===== src/rtl/counter_step_arbiter.sv =====
// Round-robin front end for a shared 3-bit up/down step counter: accepts one
// command at a time, issues one cnt_en strobe per step and mirrors the count.
module counter_step_arbiter #(
  parameter logic [2:0] INIT_COUNT = 3'd0,
  parameter logic [3:0] STEP_GAP   = 4'd0
) (
  input  logic       clk,
  input  logic       rst,
  input  logic       req0_valid,
  input  logic       req0_dir,
  input  logic [2:0] req0_steps,
  output logic       req0_ready,
  input  logic       req1_valid,
  input  logic       req1_dir,
  input  logic [2:0] req1_steps,
  output logic       req1_ready,
  output logic       cnt_en,
  output logic       cnt_mode,
  output logic [2:0] count,
  output logic       busy,
  output logic       done,
  output logic       done_id
);

  typedef enum logic [1:0] {IDLE, STEP, GAP, DONE} state_t;

  state_t     state_q, state_d;
  logic [2:0] count_q, count_d;
  logic [2:0] remaining_q, remaining_d;
  logic [3:0] gap_q, gap_d;
  logic       dir_q, dir_d;
  logic       id_q, id_d;
  logic       last_grant_q, last_grant_d;

  logic       grant0, grant1;
  logic [2:0] sel_steps;

  // A lone requester always wins; on contention the one not served last wins.
  assign grant0 = req0_valid && (!req1_valid || last_grant_q);
  assign grant1 = req1_valid && (!req0_valid || !last_grant_q);

  assign req0_ready = (state_q == IDLE) && grant0;
  assign req1_ready = (state_q == IDLE) && grant1;
  assign sel_steps  = grant1 ? req1_steps : req0_steps;

  always_comb begin
    state_d      = state_q;
    count_d      = count_q;
    remaining_d  = remaining_q;
    gap_d        = gap_q;
    dir_d        = dir_q;
    id_d         = id_q;
    last_grant_d = last_grant_q;
    case (state_q)
      IDLE: begin
        if (grant0 || grant1) begin
          id_d         = grant1;
          dir_d        = grant1 ? req1_dir : req0_dir;
          last_grant_d = grant1;
          remaining_d  = sel_steps;
          state_d      = (sel_steps == 3'd0) ? DONE : STEP;
        end
      end
      STEP: begin
        count_d     = dir_q ? count_q + 3'd1 : count_q - 3'd1;
        remaining_d = remaining_q - 3'd1;
        if (remaining_q == 3'd1) begin
          state_d = DONE;
        end else if (STEP_GAP == 4'd0) begin
          state_d = STEP;
        end else begin
          gap_d   = STEP_GAP;
          state_d = GAP;
        end
      end
      GAP: begin
        // gap_q was loaded with STEP_GAP, so this state lasts STEP_GAP cycles.
        if (gap_q <= 4'd1) begin
          state_d = STEP;
        end else begin
          gap_d = gap_q - 4'd1;
        end
      end
      DONE: state_d = IDLE;
      default: state_d = IDLE;
    endcase
  end

  always_ff @(posedge clk or negedge rst) begin
    if (!rst) begin
      state_q      <= IDLE;
      count_q      <= INIT_COUNT;
      remaining_q  <= 3'd0;
      gap_q        <= 4'd0;
      dir_q        <= 1'b0;
      id_q         <= 1'b0;
      last_grant_q <= 1'b1;
    end else begin
      state_q      <= state_d;
      count_q      <= count_d;
      remaining_q  <= remaining_d;
      gap_q        <= gap_d;
      dir_q        <= dir_d;
      id_q         <= id_d;
      last_grant_q <= last_grant_d;
    end
  end

  assign cnt_en   = (state_q == STEP);
  assign cnt_mode = dir_q;
  assign count    = count_q;
  assign busy     = (state_q != IDLE);
  assign done     = (state_q == DONE);
  assign done_id  = id_q;

endmodule


===== config.mk =====
export PLATFORM = sky130hd
export DESIGN_NAME = counter_step_arbiter
export DESIGN_NICKNAME = d
export VERILOG_FILES = /design/src/rtl/counter_step_arbiter.sv
export SDC_FILE = /design/constraint.sdc
export NUM_CORES = 1
export LEC_CHECK = 0
export CELL_PAD_IN_SITES_DETAIL_PLACEMENT = 2
export CELL_PAD_IN_SITES_GLOBAL_PLACEMENT = 2
export CORE_MARGIN = 5
export CORE_UTILIZATION = 29
export DETAILED_ROUTE_END_ITERATION = 8
export PLACE_DENSITY = 0.84
export SYNTH_ARGS = -nofsm -noshare
export SYNTH_HDL_FRONTEND = slang
export SYNTH_SLANG_ARGS = --single-unit

===== constraint.sdc =====
create_clock -name clk -period 1.6 [get_ports clk]
set_input_delay 0.32 -clock clk [delete_from_list [all_inputs] [get_ports clk]]
set_output_delay 0.32 -clock clk [all_outputs]
set_load 0.02 [all_outputs]

* Yosys cells after proc, flatten, opt, wreduce, memory -nomap -nowiden
Index checks and enable logic that the tools add are counted.
Widths: inputs -> output; s select.
** Word-level totals
- Register bits :: 15
- Input bits :: 12
- Logic and storage cells :: 47
- Output and inout port bits :: 10
** Operators by class
- Add/subtract/negate cells :: 4
- $lt $le $gt $ge :: 1
- Reductions and logical operators :: 18
- Equal/unequal tests :: 6
- Muxes and demuxes :: 10
- Bitwise logic cells :: 1
** Operators by type and width (number)
- $mux 3 :: 3
- $mux 2 :: 4
- $pmux 2 s4 :: 1
- $reduce_and 2->1 :: 4
- $pmux 3 s2 :: 1
- $sub 3x1->3 const B :: 2
- $eq 2x2->1 const B :: 2
- $le 4x1->1 const B :: 1
- $logic_and 1x1->1 :: 4
- $reduce_bool 2->1 :: 2
- $sub 4x1->4 const B :: 1
- $add 3x1->3 const B :: 1
- $eq 3x1->1 const B :: 1
- $logic_not 1->1 :: 3
- $logic_not 3->1 :: 1
- $logic_or 1x1->1 :: 3
- $eq 2x1->1 const B :: 1
- $logic_not 2->1 :: 1
- $ne 2x1->1 const B :: 1
- $ne 2x2->1 const B :: 1
- $mux 1 :: 1
- $not 1->1 :: 1

* Logic depth before layout (Yosys ltp)
- Word-level depth :: 8
- Gate-level depth with buffers :: 6
- Mapped depth without buffers :: 6

* Least setup slack after synthesis
OpenSTA, ideal clock, no wires.
- Path kind :: register to output
- Start :: reg state_q[0]
- End :: out req1_ready
- Stages on the path, launching flop included :: 5
- Buffers on the path :: 1
- Data arrival time :: 1163 ps
- Setup slack :: 117 ps
- Data required time :: 1280 ps
- Cells stage by stage :: dfrtp_1 > buf_4 > nor2_1 > inv_1 > nor2_1
** On the way
- Cells in the longest elaborated chain, start to end :: 2
** Ends and longest elaborated chain
- start: declaration :: line 27 : state_t state_q, state_d;
- start signal: assignment :: line 99 : state_q <= state_d;
- $logic_not 2->1 :: line 43 : assign req1_ready = (state_q == IDLE) && grant1;
- $logic_and 1x1->1 :: line 43
- end: declaration :: line 16 : output logic req1_ready,
No other way between the ends.

* Final worst setup path
- Start :: reg state_q[0]
- End :: out req0_ready
** On the way
- Cells in the longest elaborated chain, start to end :: 2
** Ends and longest elaborated chain
- $logic_not 2->1 :: line 42 : assign req0_ready = (state_q == IDLE) && grant0;
- $logic_and 1x1->1 :: line 42
- end: declaration :: line 12 : output logic req0_ready,
No other way between the ends.

==> impl_metrics.json <==
{
  "ys_seq_area_share_pct": 44.1,
  "path_class": "flip-flop to output pin",
  "internal_power_mw": 1.17,
  "die_w_um": 64.2,
  "startpoint_type": "flip-flop",
  "die-area_sq_um": 4130,
  "cp_max_fo": 3,
  "synth-simple-area-share_pct": 13.6,
  "cp_slowest_cell": "dfrtp_1",
  "fmax_mhz": 620,
  "drv_cap": 0,
  "vias": 779,
  "cts_tree": "built",
  "dp_slack_ns": -0.571,
  "fin_ws_ns": -0.0138,
  "relSlewSlack_pct": 74.1,
  "cts-root-buf": "clkbuf_4",
  "fin_area_sq_um": 1270,
  "synth_seq_cells": 15,
  "hold_class": "input port to asynchronous set/reset pin",
  "wl_per_cell_um": 17.6,
  "worstSkewPairLatency_ns": 0.29,
  "dpl_cell_area_sq_um": 1210,
  "vias_per_cell": 4.93,
  "synth_nets": 102,
  "rsz0062_at_grt": "yes",
  "drive_above_1_share_pct": 34.6,
  "clock_sinks": 15,
  "outcome": "complete, but fails checks",
  "synthAdderAreaFrac_pct": 8.21,
  "crit_chain": "nor2_4 > nand2_2 > a21oi_2 > buf_4",
  "synth-xor-area-share_pct": 6.16,
  "async_reset_ff_share_pct": 100,
  "power.leakage_nw": 0.640,
  "synth_ff_type": "dfrtp_1",
  "ir_worst_vdd_mv": 0.926,
  "utilization_pct": 45.8,
  "clk_pin_slew_ns": 0.10,
  "mostFrequentLayoutCells": "buf_4, dfrtp_1, inv_1, clkdlybuf4s50_1, nand2_1",
  "clk_path_buf_depth": 2,
  "gp_congestion": 0.713,
  "yosys_warnings": 0,
  "grt_use_total_pct": 14.6,
  "core_area_sq_um": 2780,
  "grt_pass1_wl_mm": 4.76,
  "pin_count": 22,
  "htreeDepth": 1,
  "final_common_cell": "buf_4",
  "switching_share_pct": 41.9,
  "die_y_um": 64.2,
  "diodes": 0,
  "period_needed_ns": 1.61,
  "fin_crit_sh_pct": 101,
  "dr.pass1.iters": 3,
  "overflow": 0,
  "pwr-share-clk_pct": 11.5,
  "cts_buffers": 3,
  "ant_nets": 0,
  "areaGrowthSynthToFinish_pct": 49.3,
  "synth.avg_cell_area_sq_um": 10.0,
  "port_buffers": 21,
  "critPathMaxStageDelay_ns": 0.42,
  "ys_types": 31,
  "worst_pin_slew_ns": 0.387,
  "initial_core_util_pct": 30.7,
  "reg2reg_to": "gap_q[2]",
  "synth.area.mux_share_pct": 6.74,
  "cp.required_ns": 1.28,
  "fin_skew_ns": 0.00355,
  "cp.arrival_ns": 1.29,
  "syn_area_sq_um": 853,
  "reg2reg_depth": 6,
  "grt_max_degree": 16,
  "nNetsFinal": 145,
  "powerDensity_nw_per_um2": 1590,
  "p_comb_share_pct": 55.9,
  "r2r_setup_slack_ns": 0.08,
  "pwr-share-seq_pct": 32.6,
  "synth_edf_count": 0,
  "synth_top_family_by_area": "compound AO/OA/AOI/OAI gates",
  "grt_pass1_vias": 953,
  "placementRows": 19,
  "r2r_start": "gap_q[0]",
  "p_sw_mw": 0.846,
  "drc_errors": 0,
  "antenna_found_initial": 0,
  "cp-end-kind": "output pin",
  "hpwl_mm": 2.12,
  "setup_viol_count_final": 1,
  "syn_inst": 85,
  "drt-total-wl_mm": 2.79,
  "report.final.hold_viol_count": 0,
  "synth_compound_area_share_pct": 13.9,
  "drv_slew": 0,
  "first_iter_violations": 15,
  "fillers": 292,
  "violations": "negative setup slack"
}
[worst max path at each step]
stage                       to       start  cells after the start  slack, ns
global placement    req0_ready  req0_valid                      4      -0.43
CTS                 req0_ready  state_q[1]                      4      -0.08
detailed placement  req0_ready  req0_valid                      4      -0.57
floorplan           req1_ready  state_q[0]                      4       0.12
global route        req0_ready  state_q[1]                      4      -0.09
finish              req0_ready  state_q[0]                      4      -0.01
[cell type report]
cell class,instances,area [sq um],area share [%]
sequential,15,378,29.7
tap,31,38.8,3.05
clock inverter,1,5.00,0.393
inverter,10,37.5,2.95
multi-input combinational,57,450,35.4
timing repair buffer,41,342,26.8
clock buffer,3,22.5,1.77
[state kept, by name, indices dropped and copies added (netlist names)]
| signal | count |
|---|---|
| done_id | 1 |
| count | 3 |
| last_grant_q | 1 |
| state_q | 2 |
| remaining_q | 3 |
| cnt_mode | 1 |
| gap_q | 4 |
[metal layers]
metal | vias to the layer above | wire (um) | share of wire [%] | track usage (%)
li1 | 368 | - | - | -
met1 | 392 | 1090 | 39 | 16.0
met2 | 17 | 1560 | 56 | 27.5
met3 | 2 | 113 | 4.1 | 4.20
met4 | 0 | 17 | 0.61 | 3.05
met5 | - | 0 | 0 | 0
[through the flow]
| stage | power (mW) | hold slack, ns | instances | TNS [ns] |
|---|---|---|---|---|
| floorplan | 1.30 | 0.0244 | 85 | 0 |
| finish | 2.02 | 0.332 | 158 | -0.0138 |
| CTS | 2.03 | 0.330 | 157 | -0.0809 |
| detailed placement | 1.86 | 0.472 | 152 | -2.49 |
| global route | 2.20 | 0.324 | 158 | -0.267 |
| global placement | 1.76 | 0.462 | 152 | -1.87 |
[timing repair]
item	CTS	global route
pin swaps	1	3
endpoints found under the setup margin	13	10
gates resized for setup	31	9
cloned	0	0
hold buffers	0	0
buffers inserted	1	2
[synth_stat cells, types with 2 or more instances]
cell	number	area share, %
nor3_1	2	1.2
nor4_1	3	2.2
mux2i_1	2	2.3
mux2_2	2	2.6
nand2_1	9	4.0
xor2_1	3	3.1
o21ai_0	3	1.8
a21oi_1	4	2.3
a211oi_1	3	2.6
nor2_1	6	2.6
inv_1	10	4.4
xnor2_1	3	3.1
ha_1	4	5.9
dfrtp_1	14	41
[worst max-delay path: cells and delay by family (launching register included)]
family | cells | cell delay, ns
and+or+nand+nor | 2 | 0.27
DFF | 1 | 0.42
AOI/OAI and AO/OA | 1 | 0.15
buffers and inverters | 1 | 0.16
[logic make-up after synthesis]
logic type,after synthesis
multiplexers,5
XOR/XNOR,6
flip-flops,15
buffers and inverters,13
AO/OA/AOI/OAI,16
adder cells (fa/ha/maj),5
AND/OR/NAND/NOR,25
[power by group through the flow]
stage / sequential, mW / combinational (mW) / clock, mW
6_report: 0.658 / 1.13 / 0.232
5_1_grt: 0.682 / 1.26 / 0.267
4_1_cts: 0.652 / 1.14 / 0.236
3_5_place_dp: 0.658 / 1.20 / 0
3_3_place_gp: 0.640 / 1.12 / 0
2_1_floorplan: 0.707 / 0.592 / 0
(Power assumes the default switching activity.)
